==> config.mk <==
export PLATFORM = sky130hd
export DESIGN_NAME = univ_shift_reg_flat
export DESIGN_NICKNAME = d
export VERILOG_FILES = /design/src/rtl/univ_sr_pkg.sv /design/src/rtl/univ_shift_reg_if.sv /design/src/rtl/sr_beat_counter.sv /design/src/rtl/univ_shift_reg.sv /design/src/flat_wrapper.sv
export SDC_FILE = /design/constraint.sdc
export NUM_CORES = 1
export LEC_CHECK = 0
export ABC_AREA = 1
export CAP_MARGIN = 10
export CORE_ASPECT_RATIO = 0.8
export CORE_MARGIN = 2
export CORE_UTILIZATION = 40
export DETAILED_ROUTE_END_ITERATION = 8
export GPL_ROUTABILITY_DRIVEN = 1
export GPL_TIMING_DRIVEN = 0
export PLACE_DENSITY = 0.73
export SKIP_LAST_GASP = 1
export SLEW_MARGIN = 20
export SYNTH_ARGS = -nofsm -noshare
export SYNTH_HDL_FRONTEND = slang
export SYNTH_SLANG_ARGS = --single-unit
==> constraint.sdc <==
create_clock -name clk -period 0.93 [get_ports clk]
set_input_delay 0.186 -clock clk [delete_from_list [all_inputs] [get_ports clk]]
set_output_delay 0.186 -clock clk [all_outputs]
set_load 0.01 [all_outputs]
==> src/rtl/univ_sr_pkg.sv <==
// Shared mode encoding and helpers for the universal shift register.
package univ_sr_pkg;

   typedef logic [2:0] mode_t;

   localparam mode_t MODE_HOLD  = 3'd0;
   localparam mode_t MODE_SHL   = 3'd1;
   localparam mode_t MODE_SHR   = 3'd2;
   localparam mode_t MODE_ROL   = 3'd3;
   localparam mode_t MODE_ROR   = 3'd4;
   localparam mode_t MODE_LOAD  = 3'd5;
   localparam mode_t MODE_CLEAR = 3'd6;
   localparam mode_t MODE_ASR   = 3'd7;

   // Modes that move lane data and therefore count as a frame beat.
   function automatic logic is_shift(mode_t mode);
      return (mode == MODE_SHL) || (mode == MODE_SHR) || (mode == MODE_ROL) ||
             (mode == MODE_ROR) || (mode == MODE_ASR);
   endfunction

endpackage

==> src/rtl/univ_shift_reg_if.sv <==
// Control/data bundle between a serial-link driver and the universal shift register.
interface univ_shift_reg_if #(
   parameter int unsigned N = 8,
   parameter int unsigned S = 1
);
   localparam int unsigned CW = $clog2(N / S + 1);

   logic          en;
   logic [2:0]    mode;
   logic [S-1:0]  sin;
   logic [N-1:0]  pdata_in;
   logic [N-1:0]  pdata_out;
   logic [S-1:0]  sout;
   logic [CW-1:0] beat_cnt;
   logic          frame_done;

   modport master (
      output en, mode, sin, pdata_in,
      input  pdata_out, sout, beat_cnt, frame_done
   );

   modport slave (
      input  en, mode, sin, pdata_in,
      output pdata_out, sout, beat_cnt, frame_done
   );
endinterface

==> src/rtl/sr_beat_counter.sv <==
// Counts shift beats modulo BEATS and pulses done_pulse the cycle after the last beat.
module sr_beat_counter #(
   parameter  int unsigned BEATS = 8,
   localparam int unsigned CW    = $clog2(BEATS + 1)
) (
   input  logic          clk,
   input  logic          reset,
   input  logic          beat,
   input  logic          clr,
   output logic [CW-1:0] cnt,
   output logic          done_pulse
);

   localparam logic [CW-1:0] LastBeat = CW'(BEATS - 1);

   logic [CW-1:0] cnt_q, cnt_d;
   logic          done_q, done_d;

   always_comb begin
      cnt_d  = cnt_q;
      done_d = 1'b0;
      if (clr) begin
         cnt_d = '0;
      end else if (beat) begin
         if (cnt_q == LastBeat) begin
            cnt_d  = '0;
            done_d = 1'b1;
         end else begin
            cnt_d = cnt_q + CW'(1);
         end
      end
   end

   always_ff @(posedge clk or posedge reset) begin
      if (reset) begin
         cnt_q  <= '0;
         done_q <= 1'b0;
      end else begin
         cnt_q  <= cnt_d;
         done_q <= done_d;
      end
   end

   assign cnt        = cnt_q;
   assign done_pulse = done_q;

endmodule

==> src/rtl/univ_shift_reg.sv <==
// Universal shift register: S-bit lane shifts/rotates, parallel load/clear, and beat framing.
module univ_shift_reg
   import univ_sr_pkg::*;
#(
   parameter int unsigned N = 8,
   parameter int unsigned S = 1
) (
   input logic             clk,
   input logic             reset,
   univ_shift_reg_if.slave bus
);

   if (N < 2 || S < 1 || S > N || (N % S) != 0) begin : g_bad_params
      $error("univ_shift_reg: illegal parameters N=%0d S=%0d", N, S);
   end

   logic [N-1:0] q_q, q_d;
   logic [S-1:0] sout_q, sout_d;
   logic [N-1:0] shl_q, shr_q, rol_q, ror_q, asr_q;
   logic         beat, clr;

   // With a full-width lane the slice forms collapse, so they get their own branch.
   if (S < N) begin : g_lane
      assign shl_q = {q_q[N-S-1:0], bus.sin};
      assign shr_q = {bus.sin, q_q[N-1:S]};
      assign rol_q = {q_q[N-S-1:0], q_q[N-1-:S]};
      assign ror_q = {q_q[S-1:0], q_q[N-1:S]};
      assign asr_q = {{S{q_q[N-1]}}, q_q[N-1:S]};
   end else begin : g_full
      assign shl_q = bus.sin;
      assign shr_q = bus.sin;
      assign rol_q = q_q;
      assign ror_q = q_q;
      assign asr_q = {N{q_q[N-1]}};
   end

   always_comb begin
      q_d    = q_q;
      sout_d = sout_q;
      if (bus.en) begin
         case (bus.mode)
            MODE_SHL:   begin q_d = shl_q; sout_d = q_q[N-1-:S]; end
            MODE_SHR:   begin q_d = shr_q; sout_d = q_q[S-1:0];  end
            MODE_ROL:   begin q_d = rol_q; sout_d = q_q[N-1-:S]; end
            MODE_ROR:   begin q_d = ror_q; sout_d = q_q[S-1:0];  end
            MODE_ASR:   begin q_d = asr_q; sout_d = q_q[S-1:0];  end
            MODE_LOAD:  q_d = bus.pdata_in;
            MODE_CLEAR: begin q_d = '0; sout_d = '0; end
            default:    ;
         endcase
      end
   end

   always_ff @(posedge clk or posedge reset) begin
      if (reset) begin
         q_q    <= '0;
         sout_q <= '0;
      end else begin
         q_q    <= q_d;
         sout_q <= sout_d;
      end
   end

   assign beat = bus.en && is_shift(bus.mode);
   assign clr  = bus.en && ((bus.mode == MODE_LOAD) || (bus.mode == MODE_CLEAR));

   sr_beat_counter #(
      .BEATS (N / S)
   ) u_beat_counter (
      .clk        (clk),
      .reset      (reset),
      .beat       (beat),
      .clr        (clr),
      .cnt        (bus.beat_cnt),
      .done_pulse (bus.frame_done)
   );

   assign bus.pdata_out = q_q;
   assign bus.sout      = sout_q;

endmodule

==> src/flat_wrapper.sv <==
// flat-port wrapper written by rule: the top's interface ports become plain ports
module univ_shift_reg_flat import univ_sr_pkg::*;
#(
   parameter int unsigned N = 8,
   parameter int unsigned S = 1
)
  (clk, reset, bus_en, bus_mode, bus_sin, bus_pdata_in, bus_pdata_out, bus_sout, bus_beat_cnt, bus_frame_done);
  univ_shift_reg_if #(.N(N), .S(S)) bus_i ();
  input logic clk;
  input logic reset;
  input wire logic [$bits(bus_i.en)-1:0] bus_en;
  input wire logic [$bits(bus_i.mode)-1:0] bus_mode;
  input wire logic [$bits(bus_i.sin)-1:0] bus_sin;
  input wire logic [$bits(bus_i.pdata_in)-1:0] bus_pdata_in;
  output wire logic [$bits(bus_i.pdata_out)-1:0] bus_pdata_out;
  output wire logic [$bits(bus_i.sout)-1:0] bus_sout;
  output wire logic [$bits(bus_i.beat_cnt)-1:0] bus_beat_cnt;
  output wire logic [$bits(bus_i.frame_done)-1:0] bus_frame_done;
  assign bus_i.en = bus_en;
  assign bus_i.mode = bus_mode;
  assign bus_i.sin = bus_sin;
  assign bus_i.pdata_in = bus_pdata_in;
  assign bus_pdata_out = bus_i.pdata_out;
  assign bus_sout = bus_i.sout;
  assign bus_beat_cnt = bus_i.beat_cnt;
  assign bus_frame_done = bus_i.frame_done;
  univ_shift_reg #(.N(N), .S(S)) u_core (.clk(clk), .reset(reset), .bus(bus_i));
endmodule
* After elaboration in Yosys (flattened, before gate mapping) *
Index checks and enable logic that the tools add are counted.

operators by class
  add/subtract/negate cells = 1
  eq/ne operators = 8
  multiplexer cells = 8
  bitwise gates (word level) = 1
  reduce and logical (&&, ||, !) cells = 16

operator list
  cell                 number
  $pmux 8 s7           1
  $eq 3x3->1 const B   4
  $mux 4               3
  $reduce_bool 7->1    1
  $eq 3x2->1 const B   2
  $reduce_bool 6->1    1
  $logic_or 1x1->1     5
  $add 4x1->4 const B  1
  $eq 4x3->1 const B   1
  $reduce_and 2->1     2
  $eq 3x1->1 const B   1
  $mux 1               3
  $pmux 1 s3           1
  $reduce_and 3->1     1
  $reduce_bool 3->1    1
  $reduce_or 3->1      1
  $logic_and 1x1->1    2
  $reduce_bool 2->1    1
  $reduce_or 2->1      1
  $not 1->1            1

storage, ports and cells
  register bits = 14
  word-level logic and storage cells = 39

* Depth between registers and ports, before layout *
Gate-level depths: netlist (run 1).

  depth in word-level cells = 8
  depth in mapped cells = 8

* Modules after synthesis *
Synthesis (run 1) repeated with hierarchy kept, for this count alone.

second synthesis, totals
  cell total of the unflattened synthesis = 145
  area total of the unflattened synthesis = 949.7 um2

modules (own cells, without submodules)
  module           instances  cells an instance  area each (um2)  seq. area each (um2)
  univ_shift_reg   1          117                705.7            225.2
  sr_beat_counter  1          28                 244.0            125.1

* Least setup slack after synthesis (run 1) *
No wires, ideal clock.

  kind = flip-flop to flip-flop
  from = register u_core.u_beat_counter.cnt_q[0], in the netlist u_core.u_beat_counter.cnt[0]
  to = register u_core.u_beat_counter.cnt_q[3], in the netlist u_core.u_beat_counter.cnt[3]
  library setup time = 83 ps
  data arrival time = 960 ps
  required time = 847 ps
  slack = -112 ps
  stages on the path, launching flop included = 5
  buffers on the path = 0
  cells stage by stage = dfrtp_1 ha_1 nor3_1 o21ai_0 o21ai_0

on the way
  word-level cells in the longest chain between the ends = 4
  elaborated cells between the ends (all ways) = 5
  those cells by class = add/sub: 1; eq/ne: 1; mux: 3

ends and longest elaborated chain
  element                                           line                                          source
  from (decl)                                       sr_beat_counter.sv:16                         logic [CW-1:0] cnt_q, cnt_d;
  from (signal assigned)                            sr_beat_counter.sv:39                         cnt_q <= cnt_d;
  $add 4x1->4 / $eq 4x3->1 (equally long branches)  sr_beat_counter.sv:29, sr_beat_counter.sv:25
  $mux 4 *                                          sr_beat_counter.sv:25                         if (cnt_q == LastBeat) begin
  $mux 4 *                                          sr_beat_counter.sv:24                         end else if (beat) begin
  $mux 4 *                                          sr_beat_counter.sv:22                         if (clr) begin

Every way passes the cells marked *; elsewhere a longest branch is shown, timed or not. The select of a mux whose other input is x is not followed.
A chain may end at the register's enable or synchronous reset.

* Worst setup path after layout (run 1) *
  from = register u_core.u_beat_counter.cnt_q[1], in the netlist u_core.u_beat_counter.cnt[1]
  to = register u_core.u_beat_counter.cnt_q[2], in the netlist u_core.u_beat_counter.cnt[2]

The elaborated chain is that of the path after synthesis.

==> results of run 1 <==
==> layout make-up <==
cell class | count | area, um2
Tap cell | 25 | 31.28
Buffer | 3 | 33.78
Sequential cell | 14 | 350.3
Inverter | 25 | 98.84
Clock buffer | 3 | 22.52
Fill cell | 209 | 777.0
Timing Repair Buffer | 41 | 326.6
Multi-Input combinational cell | 104 | 536.8
==> layer usage <==
layer | vias to the layer above | wire length (um) | global-route usage (%)
li1 | 538 | - | -
met1 | 495 | 1196 | 26.78
met2 | 46 | 1213 | 34.32
met3 | 2 | 217 | 6.061
met4 | 0 | 13 | 4.186
met5 | - | 0 | 0
==> worst reg2reg max path, delay by kind of cell (launching register included) <==
| kind | cells | cell delay, ns |
|---|---|---|
| flip-flops | 1 | 0.40 |
| buffers and inverters | 1 | 0.13 |
| XOR/XNOR | 1 | 0.13 |
| adder cells (fa/ha/maj) | 1 | 0.16 |
| AND/OR/NAND/NOR | 2 | 0.13 |
==> cells in the mapped netlist <==
library cell | number | share of area (%)
sky130_fd_sc_hd__a21boi_1 | 1 | 0.81
sky130_fd_sc_hd__buf_2 | 1 | 0.54
sky130_fd_sc_hd__buf_6 | 2 | 2.4
sky130_fd_sc_hd__dfrtp_1 | 14 | 38
sky130_fd_sc_hd__ha_1 | 1 | 1.3
sky130_fd_sc_hd__inv_1 | 23 | 9.3
sky130_fd_sc_hd__inv_2 | 2 | 0.81
sky130_fd_sc_hd__nand2_1 | 41 | 17
sky130_fd_sc_hd__nand2_2 | 3 | 2.0
sky130_fd_sc_hd__nand3_1 | 23 | 12
sky130_fd_sc_hd__nand3_2 | 1 | 1.1
sky130_fd_sc_hd__nand4_1 | 1 | 0.67
sky130_fd_sc_hd__nor2_1 | 24 | 9.7
sky130_fd_sc_hd__nor3_1 | 2 | 1.1
sky130_fd_sc_hd__o21ai_0 | 5 | 2.7
sky130_fd_sc_hd__xor2_1 | 1 | 0.94
==> how the worst max path moves through the flow <==
stage                                                  start                                       end  slack (ns)
detailed placement                               bus_mode[0]       u_core.bus.pdata_out[4]$_DFFE_PP0P_       -0.69
global placement                                 bus_mode[0]       u_core.bus.pdata_out[6]$_DFFE_PP0P_       -0.66
global route        u_core.u_beat_counter.cnt[1]$_DFFE_PP0P_  u_core.u_beat_counter.cnt[3]$_DFFE_PP0P_       -0.18
finish              u_core.u_beat_counter.cnt[1]$_DFFE_PP0P_  u_core.u_beat_counter.cnt[2]$_DFFE_PP0P_       -0.13
floorplan           u_core.u_beat_counter.cnt[0]$_DFFE_PP0P_  u_core.u_beat_counter.cnt[2]$_DFFE_PP0P_       -0.06
CTS                 u_core.u_beat_counter.cnt[1]$_DFFE_PP0P_  u_core.u_beat_counter.cnt[2]$_DFFE_PP0P_       -0.11
==> flip-flops by register name, summed over array words and instances, names as in the netlist <==
name	cells
u_core.bus.sout	1
u_core.u_beat_counter.cnt	4
u_core.u_beat_counter.done_pulse	1
u_core.bus.pdata_out	8
==> stage by stage <==
step                setup slack [ns]  util [%]  cells  hold WS (ns)
finish                       -0.1278     64.31    215        0.2487
global route                 -0.1819     64.31    215        0.2848
CTS                          -0.1102     61.15    212        0.2663
detailed placement           -0.6914     57.13    198        0.5144
global placement             -0.6649     57.13    198        0.5128
floorplan                   -0.05976         -    145       0.07522
==> kinds of logic (layout without fill, tap and decap cells) <==
kind of cell	Yosys count	in the layout	share of synthesized area, %
compound gates	6	6	3.499
xor+xnor	1	1	0.9423
fa+ha+maj	1	1	1.346
buf+inv	28	72	13.05
flops	14	14	37.69
simple gates	95	96	43.47
==> timing repair <==
action / in CTS / in global routing
endpoints found under the setup margin: 28 / 28
buffers inserted: 11 / 2
gates resized for setup: 88 / 24
pin swaps: 6 / 17
gates cloned: 0 / 1
hold buffers: 0 / 0
==> power groups by stage <==
| stage | Clock, W | Sequential (W) | Combinational, W |
|---|---|---|---|
| after floorplan | 0 | 0.000932 | 0.000383 |
| after detailed placement | 0 | 0.000894 | 0.000872 |
| after global routing | 0.000396 | 0.000851 | 0.00131 |
| final | 0.000344 | 0.000833 | 0.00118 |
| after global placement | 0 | 0.000888 | 0.000851 |
| after CTS | 0.000359 | 0.000828 | 0.00108 |
==> run_results.csv, run 1 <==
group,metric,value,unit
power,pwr_density_cell,1682,nW/um2
placed_design,place_area,1244,um2
clock_network,ctsRootBufferMaster,"sky130_fd_sc_hd__clkbuf_4",
worst_setup_path,critical_path_arrival,1.23,ns
die,boundaryPins,29,
synthesis,ys_seq_elements,14,
worst_setup_path,worst-setup-path-type,"flop to flop",
timing,clock.fmax,0.9453,GHz
clock_network,numCtsBuffers,3,
placed_design,portBuffers,28,
timing,fin_setup_tns,-1.451,ns
timing,period_minus_slack,1.058,ns
worst_setup_path,worstPathBufferInverterCount,1,
flow_run,drv_cap,0,
cells_and_area,final_nets,208,
routing,avgViaCountPerCell,5.028,
timing,clock-skew-final,0.004161,ns
cells_and_area,final_area,1400,um2
timing,finalHoldViolCount,0,
routing,detail_route.first_pass.iterations,4,
routing,ant_nets,0,
timing,rsz0062_at_grt,"yes",
grt,first_global_vias,954,
worst_hold_path,holdCritPathClass,"primary input to asynchronous set/reset pin",
timing,timing_worst_slew_pin_value,0.5579,ns
routing,vias,1081,
cells_and_area,synthToLayoutAreaGrowth,50.61,%
routing,total_routed_wirelength,2.641,mm
worst_setup_path,path_delay_family,"flip-flops",
clock_network,worstSkewPairLatency,0.28,ns
die,initial_core_utilization,42.70,%
power,internal_power,0.001481,W
die,die_height,47.12,um
cells_and_area,num_antenna_cells,0,
placed_design,detailedPlacementHpwl,1.766,mm
synthesis,synth-seq-area-share,37.69,%
clock_network,htreeDepth,1,
power,post-layout-total-power,0.002355,W
grt,groute.usage.overall,20.43,%
die,core.rowCount,15,
die,coreArea,2177,um2
routing,post_drt_wl_per_cell,12.28,um
clock_network,tritoncts,"done",
grt,grt_remaining_overflow,0,
die,die_w,57.90,um
timing,relSlewSlack,62.76,%
synthesis,postSynthCellCount,145,
cells_and_area,share_of_final_layout_standard_cells_stronger_than_drive_strength_1,33.68,%
worst_setup_path,cp-end-kind,"flop",
cells_and_area,commonest_non_fill_non_tap_cell_in_the_layout,"sky130_fd_sc_hd__nand2_1",
placed_design,place_congestion,0.8404,
worst_setup_path,regToRegEndpoint,"u_core.u_beat_counter.cnt[2]$_DFFE_PP0P_",
synthesis,syn_avg_cell_area,6.411,um2
worst_setup_path,worst-path-max-fanout,3,
timing,timing_max_transition_violations_final,0,
worst_setup_path,cp.required,1.10,ns
run_status,violations_in_the_final_reports,"negative setup slack",
synthesis,syn_nets,161,
power,share_comb_of_total_power,50.0,%
power,switching_share,37.14,%
worst_setup_path,critical_path.max_stage_delay,0.40,ns
power,clkPwrFrac,14.6,%
power,leakage_power_figure,0.7730,nW
timing,min_period_over_period,113.7,%
worst_setup_path,timing.reg2reg.setup_slack,-0.13,ns
timing,postLayoutSetupSlackWorst,-0.1278,ns
worst_setup_path,reg2reg_depth,5,
cells_and_area,layout_common_cells,"sky130_fd_sc_hd__nand2_1, sky130_fd_sc_hd__nor2_1, sky130_fd_sc_hd__nand3_1",
routing,drt_first_iter_violations,30,
worst_setup_path,setup.worst_path.start_class,"flop",
worst_setup_path,timing.rr.start,"u_core.u_beat_counter.cnt[1]$_DFFE_PP0P_",
routing,drcViolationCount,0,
synthesis,netlist_area,929.6,um2
clock_network,clock_tree.buffer_depth,2,
worst_setup_path,cp_cell_sequence,"buf_6, ha_4, xor2_1, nand4_1, nand2_1",
power,switchingPower,0.0008747,W
worst_setup_path,timing.critical_path.depth,5,
clock_network,clock_sink_count,14,
grt,antenna_found_initial,0,
synthesis,synth-warning-count,0,
grt,grt_pass1_wl,4.146,mm
power,seq_power_share,35.4,%
run_status,status,"finished, violations left",
worst_setup_path,critPathSlowestCell,"sky130_fd_sc_hd__dfrtp_1",
grt,largest_net_degree_at_the_start_of_global_routing,15,
synthesis,netlist-cell-type-count,16,
timing,finalSetupViolCount,24,
power,max_ir_drop_vdd,1109,uV
clock_network,clk_slew_on_worst_s_h_paths,0.09,ns
die,design.die.area,2728,um2
No activity file was read; power rests on OpenSTA's default activity.
==> run 2: changes to the inputs <==
REMOVE_ABC_BUFFERS = 1   (was not set)
==> run_results.csv, run 2 (synthesized netlist as in run 1, its figures left out) <==
group,metric,value,unit
run_status,status,"finished, violations left",
run_status,violations_in_the_final_reports,"negative setup slack",
timing,relSlewSlack,61.57,%
cells_and_area,num_antenna_cells,0,
power,max_ir_drop_vdd,1111,uV
worst_setup_path,critical_path.max_stage_delay,0.41,ns
timing,rsz0062_at_grt,"yes",
cells_and_area,share_of_final_layout_standard_cells_stronger_than_drive_strength_1,31.75,%
routing,detail_route.first_pass.iterations,5,
routing,drcViolationCount,0,
routing,total_routed_wirelength,2.646,mm
cells_and_area,final_nets,206,
routing,drt_first_iter_violations,51,
grt,antenna_found_initial,0,
clock_network,tritoncts,"done",
worst_setup_path,reg2reg_depth,5,
timing,clock.fmax,0.9358,GHz
worst_setup_path,crit_start,"u_core.u_beat_counter.cnt[0]$_DFFE_PP0P_",
cells_and_area,largest_reg_flops,8,
placed_design,portBuffers,28,
power,pwr_density_cell,1738,nW/um2
timing,clock-skew-final,0.007953,ns
power,seq_power_share,33.8,%
worst_setup_path,worst-setup-path-type,"flop to flop",
cells_and_area,layout_common_cells,"sky130_fd_sc_hd__nand2_1, sky130_fd_sc_hd__nand3_1, sky130_fd_sc_hd__nor2_1",
worst_setup_path,cp_common_cell,"sky130_fd_sc_hd__o21ai_1",
worst_setup_path,cp_cell_sequence,"buf_6, ha_4, nor3_2, o21ai_1, o21ai_1",
power,share_comb_of_total_power,47.1,%
routing,ant_nets,0,
die,design.die.area,2728,um2
clock_network,worstSkewPairLatency,0.29,ns
worst_setup_path,timing.rr.start,"u_core.u_beat_counter.cnt[0]$_DFFE_PP0P_",
die,core.rowCount,15,
power,switching_share,36.67,%
timing,finalHoldViolCount,0,
timing,timing_max_transition_violations_final,0,
clock_network,clk_slew_on_worst_s_h_paths,0.10,ns
placed_design,place_area,1214,um2
cells_and_area,final_area,1406,um2
clock_network,clock_tree.buffer_depth,2,
clock_network,clock_sink_count,14,
worst_setup_path,cp-end-kind,"flop",
worst_setup_path,setup.worst_path.start_class,"flop",
placed_design,place_congestion,0.8841,
grt,groute.usage.overall,21.56,%
power,clkPwrFrac,19.1,%
cells_and_area,synthToLayoutAreaGrowth,51.28,%
worst_setup_path,cp.required,1.16,ns
die,die_w,57.90,um
grt,grt_remaining_overflow,0,
clock_network,ctsRootBufferMaster,"sky130_fd_sc_hd__clkbuf_4",
timing,period_minus_slack,1.069,ns
die,die_height,47.12,um
grt,grt_pass1_wl,4.271,mm
grt,first_global_vias,1029,
worst_setup_path,worst-path-max-fanout,3,
worst_setup_path,regToRegEndpoint,"u_core.u_beat_counter.cnt[3]$_DFFE_PP0P_",
clock_network,numCtsBuffers,3,
cells_and_area,commonest_non_fill_non_tap_cell_in_the_layout,"sky130_fd_sc_hd__nand2_1",
timing,finalSetupViolCount,28,
worst_setup_path,critPathSlowestCell,"sky130_fd_sc_hd__dfrtp_1",
worst_setup_path,timing.reg2reg.setup_slack,-0.14,ns
power,switchingPower,0.0008962,W
clock_network,cts_hold_repair.buffers,0,
timing,timing_worst_slew_pin_value,0.5759,ns
timing,min_period_over_period,114.9,%
routing,post_drt_wl_per_cell,12.36,um
power,internal_power,0.001547,W
timing,whs,0.2406,ns
die,boundaryPins,29,
power,leakage_power_figure,0.7698,nW
die,initial_core_utilization,42.70,%
timing,postLayoutSetupSlackWorst,-0.1386,ns
worst_hold_path,holdCritPathClass,"primary input to asynchronous set/reset pin",
worst_setup_path,critical_path_arrival,1.30,ns
routing,vias,1096,
placed_design,detailedPlacementHpwl,1.541,mm
clock_network,htreeDepth,1,
flow_run,drv_cap,0,
die,coreArea,2177,um2
routing,avgViaCountPerCell,5.121,
grt,largest_net_degree_at_the_start_of_global_routing,22,
## run 2: per-layer routing
metal / vias to the layer above / routed length, um / track usage, %
met3: 10 / 173 / 6.612
met2: 44 / 1297 / 38.41
met5: - / 0 / 0
met1: 507 / 1113 / 24.20
li1: 535 / - / -
met4: 0 / 61 / 10.70
## run 2: repair_timing
action	4_1_cts	5_1_grt
buffers inserted	13	0
resized for setup	93	13
cloned	2	0
endpoints found under the setup margin	28	28
pin swaps	9	14
## run 2: how the worst max path moves through the flow
stage	cells past startpoint	slack, ns	endpoint
floorplan	4	-0.11	u_core.u_beat_counter.cnt[3]$_DFFE_PP0P_
global placement	7	-0.79	u_core.u_beat_counter.cnt[3]$_DFFE_PP0P_
detailed placement	7	-0.83	u_core.u_beat_counter.cnt[3]$_DFFE_PP0P_
CTS	5	-0.13	u_core.u_beat_counter.cnt[3]$_DFFE_PP0P_
global route	5	-0.17	u_core.u_beat_counter.cnt[3]$_DFFE_PP0P_
finish	5	-0.14	u_core.u_beat_counter.cnt[3]$_DFFE_PP0P_
## run 2: cell type report
class / count / area, um2
inverters: 25 / 101.3
multi-input cells: 105 / 549.3
clock buffers: 4 / 36.28
well taps: 25 / 31.28
repair buffers: 41 / 337.8
flip-flops and latches: 14 / 350.3
fillers: 213 / 770.7
## run 2: power by group through the flow
stage / sequential (W) / clock (W) / combinational, W
finish: 0.000825 / 0.000467 / 0.00115
floorplan: 0.000931 / 0 / 0.000365
global placement: 0.000886 / 0 / 0.000824
CTS: 0.000818 / 0.000472 / 0.00109
global route: 0.000840 / 0.000503 / 0.00127
detailed placement: 0.000888 / 0 / 0.000836
## run 2: worst max-delay path, delay by kind of cell (launching register included)
| kind | cells | cell delay [ns] |
|---|---|---|
| adders and majority gates | 1 | 0.17 |
| AOI/OAI and AO/OA | 2 | 0.14 |
| DFF | 1 | 0.41 |
| buffers and inverters | 1 | 0.13 |
| and+or+nand+nor | 1 | 0.15 |
## run 2: stage by stage
| step | utilization [%] | total power [W] | cells | setup slack (ns) | TNS [ns] |
|---|---|---|---|---|---|
| 3_5_place_dp | 55.75 | 0.001724 | 195 | -0.8269 | -13.38 |
| 2_1_floorplan | - | 0.001296 | 142 | -0.1126 | -0.3257 |
| 3_3_place_gp | 55.75 | 0.001710 | 195 | -0.7865 | -12.50 |
| 6_report | 64.60 | 0.002444 | 214 | -0.1386 | -2.003 |
| 5_1_grt | 64.60 | 0.002612 | 214 | -0.1694 | -3.498 |
| 4_1_cts | 62.82 | 0.002382 | 214 | -0.1316 | -1.909 |
